==> src/rtl/mips_control_unit_if.sv <==
// Control bundle between the multicycle MIPS control unit and its datapath.
// The master side decodes opcode/funct and drives every select and enable.
interface mips_control_unit_if;
   logic [5:0] opcode;
   logic [5:0] funct;
   logic [3:0] state;
   logic       MemtoReg;
   logic       RegDst;
   logic       IorD;
   logic       ALUSrcA;
   logic       IRWrite;
   logic       MemWrite;
   logic       PCWrite;
   logic       BranchEQ;
   logic       BranchNE;
   logic       RegWrite;
   logic [1:0] PCSrc;
   logic [1:0] ALUSrcB;
   logic [2:0] ALUControl;

   modport master (
      input  opcode, funct,
      output state, MemtoReg, RegDst, IorD, ALUSrcA, IRWrite, MemWrite, PCWrite,
             BranchEQ, BranchNE, RegWrite, PCSrc, ALUSrcB, ALUControl
   );

   modport slave (
      output opcode, funct,
      input  state, MemtoReg, RegDst, IorD, ALUSrcA, IRWrite, MemWrite, PCWrite,
             BranchEQ, BranchNE, RegWrite, PCSrc, ALUSrcB, ALUControl
   );
endinterface

==> src/rtl/mips_control_unit.sv <==
// Multicycle MIPS sequencing FSM (Moore) plus ALU decoder.
//  state       | meaning
//  0  FETCH    | load IR, PC <= PC+4
//  1  DECODE   | read regs, precompute branch target
//  2  MEMADR   | lw/sw address = A + imm
//  3  MEMRD    | read data memory
//  4  MEMWB    | write loaded word to rt
//  5  MEMWR    | write B to memory
//  6  EXEC     | R-type ALU op
//  7  ALUWB    | write ALU result to rd
//  8  BEQ      | branch if equal
//  9  ADDIEX   | A + imm
//  10 ADDIWB   | write sum to rt
//  11 JUMP     | PC <= jump target
//  12 BNE      | branch if not equal
module mips_control_unit (
   input  logic                clock_i,
   input  logic                reset_i,
   mips_control_unit_if.master bus
);
   typedef enum logic [3:0] {
      S_FETCH  = 4'd0,  S_DECODE = 4'd1,  S_MEMADR = 4'd2,  S_MEMRD  = 4'd3,
      S_MEMWB  = 4'd4,  S_MEMWR  = 4'd5,  S_EXEC   = 4'd6,  S_ALUWB  = 4'd7,
      S_BEQ    = 4'd8,  S_ADDIEX = 4'd9,  S_ADDIWB = 4'd10, S_JUMP   = 4'd11,
      S_BNE    = 4'd12
   } state_t;

   localparam logic [5:0] OP_LW   = 6'b100011;
   localparam logic [5:0] OP_SW   = 6'b101011;
   localparam logic [5:0] OP_R    = 6'b000000;
   localparam logic [5:0] OP_BEQ  = 6'b000100;
   localparam logic [5:0] OP_BNE  = 6'b000101;
   localparam logic [5:0] OP_ADDI = 6'b001000;
   localparam logic [5:0] OP_J    = 6'b000010;

   state_t     state_q, state_d;
   logic       mem_to_reg, reg_dst, i_or_d, alu_src_a, ir_write, mem_write;
   logic       pc_write, branch_eq, branch_ne, reg_write;
   logic [1:0] pc_src, alu_src_b, alu_op;
   logic [2:0] alu_control;

   always_ff @(posedge clock_i) begin
      if (reset_i) state_q <= S_FETCH;
      else         state_q <= state_d;
   end

   always_comb begin
      state_d    = S_FETCH;
      mem_to_reg = 1'b0;
      reg_dst    = 1'b0;
      i_or_d     = 1'b0;
      alu_src_a  = 1'b0;
      ir_write   = 1'b0;
      mem_write  = 1'b0;
      pc_write   = 1'b0;
      branch_eq  = 1'b0;
      branch_ne  = 1'b0;
      reg_write  = 1'b0;
      pc_src     = 2'b00;
      alu_src_b  = 2'b00;
      alu_op     = 2'b00;
      case (state_q)
         S_FETCH: begin
            ir_write  = 1'b1;
            pc_write  = 1'b1;
            alu_src_b = 2'b01;
            state_d   = S_DECODE;
         end
         S_DECODE: begin
            alu_src_b = 2'b11;
            case (bus.opcode)
               OP_LW, OP_SW: state_d = S_MEMADR;
               OP_R:         state_d = S_EXEC;
               OP_BEQ:       state_d = S_BEQ;
               OP_ADDI:      state_d = S_ADDIEX;
               OP_J:         state_d = S_JUMP;
               OP_BNE:       state_d = S_BNE;
               default:      state_d = S_FETCH;
            endcase
         end
         S_MEMADR: begin
            alu_src_a = 1'b1;
            alu_src_b = 2'b10;
            // Only lw/sw reach here; anything else is treated as a store target.
            state_d   = (bus.opcode == OP_LW) ? S_MEMRD : S_MEMWR;
         end
         S_MEMRD: begin
            i_or_d  = 1'b1;
            state_d = S_MEMWB;
         end
         S_MEMWB: begin
            reg_write  = 1'b1;
            mem_to_reg = 1'b1;
         end
         S_MEMWR: begin
            i_or_d    = 1'b1;
            mem_write = 1'b1;
         end
         S_EXEC: begin
            alu_src_a = 1'b1;
            alu_op    = 2'b10;
            state_d   = S_ALUWB;
         end
         S_ALUWB: begin
            reg_write = 1'b1;
            reg_dst   = 1'b1;
         end
         S_BEQ: begin
            alu_src_a = 1'b1;
            alu_op    = 2'b01;
            pc_src    = 2'b01;
            branch_eq = 1'b1;
         end
         S_ADDIEX: begin
            alu_src_a = 1'b1;
            alu_src_b = 2'b10;
            state_d   = S_ADDIWB;
         end
         S_ADDIWB: reg_write = 1'b1;
         S_JUMP: begin
            pc_src   = 2'b10;
            pc_write = 1'b1;
         end
         S_BNE: begin
            alu_src_a = 1'b1;
            alu_op    = 2'b01;
            pc_src    = 2'b01;
            branch_ne = 1'b1;
         end
         default: state_d = S_FETCH;
      endcase
   end

   always_comb begin
      alu_control = 3'b010;
      case (alu_op)
         2'b01: alu_control = 3'b110;
         2'b10: begin
            case (bus.funct)
               6'b100010: alu_control = 3'b110;
               6'b100100: alu_control = 3'b000;
               6'b100101: alu_control = 3'b001;
               6'b101010: alu_control = 3'b111;
               default:   alu_control = 3'b010;
            endcase
         end
         default: alu_control = 3'b010;
      endcase
   end

   assign bus.state      = state_q;
   assign bus.MemtoReg   = mem_to_reg;
   assign bus.RegDst     = reg_dst;
   assign bus.IorD       = i_or_d;
   assign bus.ALUSrcA    = alu_src_a;
   assign bus.IRWrite    = ir_write;
   assign bus.MemWrite   = mem_write;
   assign bus.PCWrite    = pc_write;
   assign bus.BranchEQ   = branch_eq;
   assign bus.BranchNE   = branch_ne;
   assign bus.RegWrite   = reg_write;
   assign bus.PCSrc      = pc_src;
   assign bus.ALUSrcB    = alu_src_b;
   assign bus.ALUControl = alu_control;
endmodule

==> src/flat_wrapper.sv <==
// flat-port wrapper written by rule: the top's interface ports become plain ports
module mips_control_unit_flat 
  (clock_i, reset_i, bus_opcode, bus_funct, bus_state, bus_MemtoReg, bus_RegDst, bus_IorD, bus_ALUSrcA, bus_IRWrite, bus_MemWrite, bus_PCWrite, bus_BranchEQ, bus_BranchNE, bus_RegWrite, bus_PCSrc, bus_ALUSrcB, bus_ALUControl);
  mips_control_unit_if bus_i ();
  input  logic clock_i;
  input  logic reset_i;
  input wire logic [$bits(bus_i.opcode)-1:0] bus_opcode;
  input wire logic [$bits(bus_i.funct)-1:0] bus_funct;
  output wire logic [$bits(bus_i.state)-1:0] bus_state;
  output wire logic [$bits(bus_i.MemtoReg)-1:0] bus_MemtoReg;
  output wire logic [$bits(bus_i.RegDst)-1:0] bus_RegDst;
  output wire logic [$bits(bus_i.IorD)-1:0] bus_IorD;
  output wire logic [$bits(bus_i.ALUSrcA)-1:0] bus_ALUSrcA;
  output wire logic [$bits(bus_i.IRWrite)-1:0] bus_IRWrite;
  output wire logic [$bits(bus_i.MemWrite)-1:0] bus_MemWrite;
  output wire logic [$bits(bus_i.PCWrite)-1:0] bus_PCWrite;
  output wire logic [$bits(bus_i.BranchEQ)-1:0] bus_BranchEQ;
  output wire logic [$bits(bus_i.BranchNE)-1:0] bus_BranchNE;
  output wire logic [$bits(bus_i.RegWrite)-1:0] bus_RegWrite;
  output wire logic [$bits(bus_i.PCSrc)-1:0] bus_PCSrc;
  output wire logic [$bits(bus_i.ALUSrcB)-1:0] bus_ALUSrcB;
  output wire logic [$bits(bus_i.ALUControl)-1:0] bus_ALUControl;
  assign bus_i.opcode = bus_opcode;
  assign bus_i.funct = bus_funct;
  assign bus_state = bus_i.state;
  assign bus_MemtoReg = bus_i.MemtoReg;
  assign bus_RegDst = bus_i.RegDst;
  assign bus_IorD = bus_i.IorD;
  assign bus_ALUSrcA = bus_i.ALUSrcA;
  assign bus_IRWrite = bus_i.IRWrite;
  assign bus_MemWrite = bus_i.MemWrite;
  assign bus_PCWrite = bus_i.PCWrite;
  assign bus_BranchEQ = bus_i.BranchEQ;
  assign bus_BranchNE = bus_i.BranchNE;
  assign bus_RegWrite = bus_i.RegWrite;
  assign bus_PCSrc = bus_i.PCSrc;
  assign bus_ALUSrcB = bus_i.ALUSrcB;
  assign bus_ALUControl = bus_i.ALUControl;
  mips_control_unit u_core (.clock_i(clock_i), .reset_i(reset_i), .bus(bus_i));
endmodule
==> config.mk <==
export PLATFORM = sky130hd
export DESIGN_NAME = mips_control_unit_flat
export DESIGN_NICKNAME = d
export VERILOG_FILES = /design/src/rtl/mips_control_unit_if.sv /design/src/rtl/mips_control_unit.sv /design/src/flat_wrapper.sv
export SDC_FILE = /design/constraint.sdc
export NUM_CORES = 1
export LEC_CHECK = 0
export BUFFER_PORTS_ARGS = -buffer_cell sky130_fd_sc_hd__buf_2
export CORE_MARGIN = 2
export CORE_UTILIZATION = 36
export CTS_CLUSTER_SIZE = 24
export DETAILED_ROUTE_END_ITERATION = 16
export PLACE_DENSITY = 0.74
export RECOVER_POWER = 50
export SYNTH_ARGS = -nofsm -noshare
export SYNTH_HDL_FRONTEND = slang
export SYNTH_SLANG_ARGS = --single-unit
==> constraint.sdc <==
create_clock -name clock_i -period 1.25 [get_ports clock_i]
set_input_delay 0 -clock clock_i [delete_from_list [all_inputs] [get_ports clock_i]]
set_output_delay 0 -clock clock_i [all_outputs]
set_load 0.01 [all_outputs]
==> results.sh, run 1 <==
export IMPL_status="finished with violations"
export IMPL_violations="negative setup slack"
export IMPL_drc=0
export IMPL_ios=35
export IMPL_grt_use_met2_pct=35.9
export IMPL_clkSinkCount=4
export IMPL_cp_max_fo=4
export IMPL_clk_latency_ns=0.24
export IMPL_max_freq_mhz=602
export IMPL_drv_cap=0
export IMPL_rows=13
export IMPL_instances_no_fill=152
export IMPL_p_leak_nw=0.498
export IMPL_syn_inst=77
export IMPL_first_pass_iters=4
export IMPL_grt_pass1_vias=716
export IMPL_holdPathEnd="u_core.bus.state[3]"
export IMPL_fillers=84
export IMPL_synth_edff_count=0
export IMPL_register_area_um2=87.6
export IMPL_cts_tree="yes"
export IMPL_finalCriticalPeriod_ns=1.66
export IMPL_maxSlewViolCount=0
export IMPL_drtAntennaViolNets=0
export IMPL_synth_top_area_share_pct=15.5
export IMPL_netlist_top_cells_count="nor2_1 (10), a21oi_1 (7), nand2_1 (5), nand2b_1 (5), dfxtp_1 (4)"
export IMPL_async_flop_share_pct=0
export IMPL_syn_area_per_cell_um2=6.71
export IMPL_synth_most_common_cell="nor2_1"
export IMPL_routed_wl_um=2080
export IMPL_arrival_ns=1.66
export IMPL_busiest_layer="met2"
export IMPL_cp_required_ns=1.25
export IMPL_die_h_um=41.9
export IMPL_r2r_start="u_core.bus.state[3]"
export IMPL_r2r_cells=6
export IMPL_dp_cells=140
export IMPL_yosysWarnings=0
export IMPL_grt_max_degree=10
export IMPL_use_met1_pct=24.7
export IMPL_fin_tns_setup_ns=-2.20
export IMPL_fin_area_mm2=0.00110
export IMPL_start_kind="register"
export IMPL_seq_area_frac_synth_pct=15.5
export IMPL_antennaDiodeCount=0
export IMPL_area_delta_synth_final_pct=112
export IMPL_nets=154
export IMPL_vias_per_cell=5.16
export IMPL_grt_use_total_pct=21.5
export IMPL_powerDensity_mw_per_mm2=470
export IMPL_placed_cell_area_um2=871
export IMPL_syn_nets=93
export IMPL_synth_top_area_cell="dfxtp_1"
export IMPL_drive_gt1_share_pct=65.0
export IMPL_hold_violations=0
export IMPL_vias=785
export IMPL_vdd_drop_max_mv=0.528
export IMPL_root_buffer="clkbuf_4"
export IMPL_synthFlopType="dfxtp_1"
export IMPL_r2r_end="u_core.bus.state[1]"
export IMPL_use_met3_pct=3.91
export IMPL_dieArea_mm2=0.00175
export IMPL_coreArea_mm2=0.00132
export IMPL_die_w_um=41.9
export IMPL_cts_made_buffers=3
export IMPL_portBuffers=34
export IMPL_period_share_pct=133
export IMPL_r2r_slack_ns=-0.15
export IMPL_initial_core_util_pct=39.2
export IMPL_holdCritPathClass="primary input to register"
export IMPL_multiInputGateArea_um2=541
export IMPL_drtIter0Drc=11
export IMPL_post_drt_wl_per_cell_um=13.7
export IMPL_grt_pass1_wl_um=2980
export IMPL_worstHoldStart="bus_opcode[0]"
export IMPL_place_congestion=0.817
export IMPL_critPathKind="register to output pin"
export IMPL_synth_area_top_cells="dfxtp_1 (15%), nor2_1 (7.3%), a21oi_1 (6.8%)"
export IMPL_hpwl_um=1280
export IMPL_htreeDepth=1
export IMPL_place_ws_ns=-0.123
export IMPL_end_kind="output pin"
export IMPL_antenna_found_initial=0
export IMPL_tightest_slew_ns=0.440
export IMPL_clkSlewWorstSetupHoldPaths_ns=0.05
export IMPL_synth_seq_cells=4
export IMPL_overflow=0
export IMPL_syn_area_um2=517
export IMPL_fin_worst_skew_ns=0.0122
export IMPL_slew_headroom_pct=70.4
export IMPL_rsz0062_at_grt="true"
export IMPL_setup_viol=13
export IMPL_synthDistinctLibCells=31
export IMPL_whs_path_depth=3
export IMPL_clk_path_buf_depth=2
export IMPL_largest_reg_flops=4
export IMPL_worst_slack_ns=-0.411
-- cells in the final DEF (no fill, tap or decap), drive strengths merged --
master and instances:
o21a 1, inv 3, a31oi 1, nor2 10
dfxtp 4, buf 58, nand3 2, dlygate4sd3 1
o21ai 3, or4 2, a22oi 1, a2111oi 2
clkbuf 5, nor3 3, or3 2, nor3b 3
nand2 5, nand2b 5, xnor2 3, nor4 3
a211oi 1, and2 2, ha 2, nor2b 1
a211o 1, a21oi 7, or2 3, nand3b 1
o21bai 2
-- metal layers --
metal  vias up  routed length (um)
met5         -                   0
met4         0                  68
met3         6                  75
met2        26                1060
met1       358                 885
li1        395                   -
-- cell type report --
cell class	count	area share [%]
inverters	3	1.03
multi-input cells	66	49.3
clock buffers	4	2.40
flip-flops and latches	4	7.99
repair buffers	60	37.6
well taps	15	1.71
-- worst max-delay path by stage --
stage                   startpoint                  end  slack, ns  cells after the start
6_report       u_core.bus.state[3]    bus_ALUControl[2]      -0.41                      7
5_1_grt        u_core.bus.state[3]    bus_ALUControl[2]      -0.49                      7
4_1_cts        u_core.bus.state[3]    bus_ALUControl[1]      -0.31                      5
3_5_place_dp         bus_opcode[2]  u_core.bus.state[0]      -0.12                      5
3_3_place_gp         bus_opcode[2]  u_core.bus.state[0]      -0.12                      5
2_1_floorplan        bus_opcode[2]  u_core.bus.state[0]     0.0006                      4
-- critical path: stages (launching register included) --
cell,delay [ns]
dfxtp_4,0.35
nand2b_4,0.14
or2_4,0.24
inv_1,0.07
ha_2,0.20
a31oi_1,0.10
nor2_1,0.15
buf_2,0.16
-- metrics by stage --
step	hold slack (ns)	util [%]	total power, mW
6_report	0.0700	83.2	0.515
5_1_grt	0.0752	83.2	0.546
4_1_cts	0.0651	74.8	0.490
3_5_place_dp	0.224	66.1	0.290
3_3_place_gp	0.216	66.1	0.287
2_1_floorplan	0.0708	-	0.210
-- cells by family after synthesis --
| logic type | count (synthesis) | share of synthesized area, % |
|---|---|---|
| buffers and inverters | 7 | 5.09 |
| AOI/OAI and AO/OA | 19 | 24.5 |
| DFF | 4 | 15.5 |
| and+or+nand+nor | 42 | 45.0 |
| adders and majority gates | 2 | 4.84 |
| xor gates and xnor gates | 3 | 5.09 |
-- power breakdown --
part	switching (mW)	total, mW	internal, mW	leakage [nW]
combinational	0.0916	0.195	0.103	0.448
clock	0.0652	0.186	0.121	0.0150
sequential	0.00337	0.134	0.131	0.0346
total	0.160	0.515	0.354	0.498
-- timing repair --
| item | CTS | global route |
|---|---|---|
| resized for setup | 14 | 13 |
| gates cloned | 0 | 1 |
| setup buffers | 4 | 2 |
| hold endpoints to repair | 3 | 0 |
| hold buffers | 1 | 0 |
| pin swaps | 12 | 6 |
| setup endpoints to repair | 9 | 16 |
(Power assumes the default switching activity.)
==> run 2, diff against run 1 <==
CORE_MARGIN = default   (was 2)
SKIP_CTS_REPAIR_TIMING = 1   (was default)
==> results.sh, run 2 (synthesis results as in run 1) <==
export IMPL_status="finished with violations"
export IMPL_violations="negative setup slack"
export IMPL_worst_path_max_delay_cell="dfxtp_4"
export IMPL_cp_required_ns=1.25
export IMPL_routed_wl_um=2030
export IMPL_clkSinkCount=4
export IMPL_finalCriticalPeriod_ns=1.58
export IMPL_hpwl_um=1310
export IMPL_maxSlewViolCount=0
export IMPL_area_delta_synth_final_pct=99.8
export IMPL_setup_viol=9
export IMPL_grt_use_total_pct=23.6
export IMPL_use_met3_pct=3.41
export IMPL_worst_slack_ns=-0.329
export IMPL_vdd_drop_max_mv=0.350
export IMPL_antennaDiodeCount=0
export IMPL_vias_per_cell=5.59
export IMPL_die_h_um=39.9
export IMPL_initial_core_util_pct=39.2
export IMPL_drtAntennaViolNets=0
export IMPL_fin_worst_skew_ns=0.0142
export IMPL_busiest_layer="met2"
export IMPL_tightest_slew_ns=0.435
export IMPL_drv_cap=0
export IMPL_cts_tree="yes"
export IMPL_use_met1_pct=26.4
export IMPL_drtIter0Drc=15
export IMPL_largest_reg_flops=4
export IMPL_arrival_ns=1.58
export IMPL_hold_slack_ns=0.0876
export IMPL_portBuffers=34
export IMPL_cts_made_buffers=3
export IMPL_place_congestion=0.870
export IMPL_powerDensity_mw_per_mm2=500
export IMPL_grt_pass1_wl_um=2460
export IMPL_antenna_found_initial=0
export IMPL_hold_violations=0
export IMPL_ios=35
export IMPL_first_pass_iters=4
export IMPL_critPathTopFamily="simple AND/OR/NAND/NOR gates"
export IMPL_holdCritPathClass="primary input to register"
export IMPL_critPathKind="register to output pin"
export IMPL_nets=147
export IMPL_coreArea_mm2=0.00132
export IMPL_htreeDepth=1
export IMPL_overflow=0
export IMPL_fin_area_mm2=0.00103
export IMPL_clk_latency_ns=0.25
export IMPL_grt_max_degree=15
export IMPL_post_drt_wl_per_cell_um=14.0
export IMPL_grt_pass1_vias=632
export IMPL_period_share_pct=126
export IMPL_cp_max_fo=4
export IMPL_rows=13
export IMPL_rsz0062_at_grt="true"
export IMPL_final_util_pct=78.3
export IMPL_grt_use_met2_pct=41.5
export IMPL_layout_commonest_cell="buf_2"
export IMPL_max_freq_mhz=633
export IMPL_slew_headroom_pct=70.7
export IMPL_clkSlewWorstSetupHoldPaths_ns=0.05
export IMPL_drive_gt1_share_pct=64.6
export IMPL_placed_cell_area_um2=856
export IMPL_end_kind="output pin"
export IMPL_cp_slowest_stage_delay_ns=0.35
export IMPL_die_w_um=39.9
export IMPL_drc=0
export IMPL_vias=811
export IMPL_p_leak_nw=0.444
export IMPL_clk_path_buf_depth=2
export IMPL_dieArea_mm2=0.00159
export IMPL_worst_path_buf_inv=1
export IMPL_path_cells="nand2b_4, or2_4, ha_4, a211o_1, buf_2"
export IMPL_root_buffer="clkbuf_4"
export IMPL_final_cell_mix="buf_2 (33), buf_4 (11), nor2_1 (7)"
export IMPL_start_kind="register"
==> run 2: routing by layer <==
metal	part of all wire, %	wire length (um)
met1	38	765
met3	5.4	110
met5	0	0
met2	54	1090
met4	3.0	60
==> run 2: metrics by stage <==
| step | TNS, ns | setup WS (ns) | instances | total power [mW] |
|---|---|---|---|---|
| after global routing | -1.86 | -0.382 | 145 | 0.538 |
| after detailed placement | -0.393 | -0.207 | 138 | 0.288 |
| final | -1.36 | -0.329 | 145 | 0.516 |
| after global placement | -0.238 | -0.116 | 138 | 0.283 |
| after floorplan | 0 | 0.000598 | 77 | 0.210 |
| after CTS | -1.53 | -0.323 | 142 | 0.468 |
==> run 2: cell type report <==
cell class,instances,area (um2)
clock buffers,4,26.3
flip-flops and latches,4,92.6
well taps,15,18.8
inverters,3,11.3
fillers,96,285
multi-input cells,66,534
repair buffers,53,349
==> run 2: worst paths after layout <==
path | startpoint | slack, ns | cells after the start | endpoint
max reg2reg | u_core.bus.state[0] | -0.03 | 5 | u_core.bus.state[3]
min | bus_opcode[0] | 0.09 | 3 | u_core.bus.state[3]
min reg2reg | u_core.bus.state[3] | 0.61 | 2 | u_core.bus.state[0]
max | u_core.bus.state[3] | -0.33 | 5 | bus_ALUControl[1]
==> run 2: worst min-delay path, stage by stage <==
cell	delay, ns
buf_2	0.10
or4_4	0.13
a2111oi_1	0.07
==> run 2: report_power, final <==
part           internal [mW]  leakage, nW  switching [mW]
sequential             0.127       0.0352         0.00458
clock                  0.121       0.0150          0.0662
combinational          0.104        0.394          0.0936
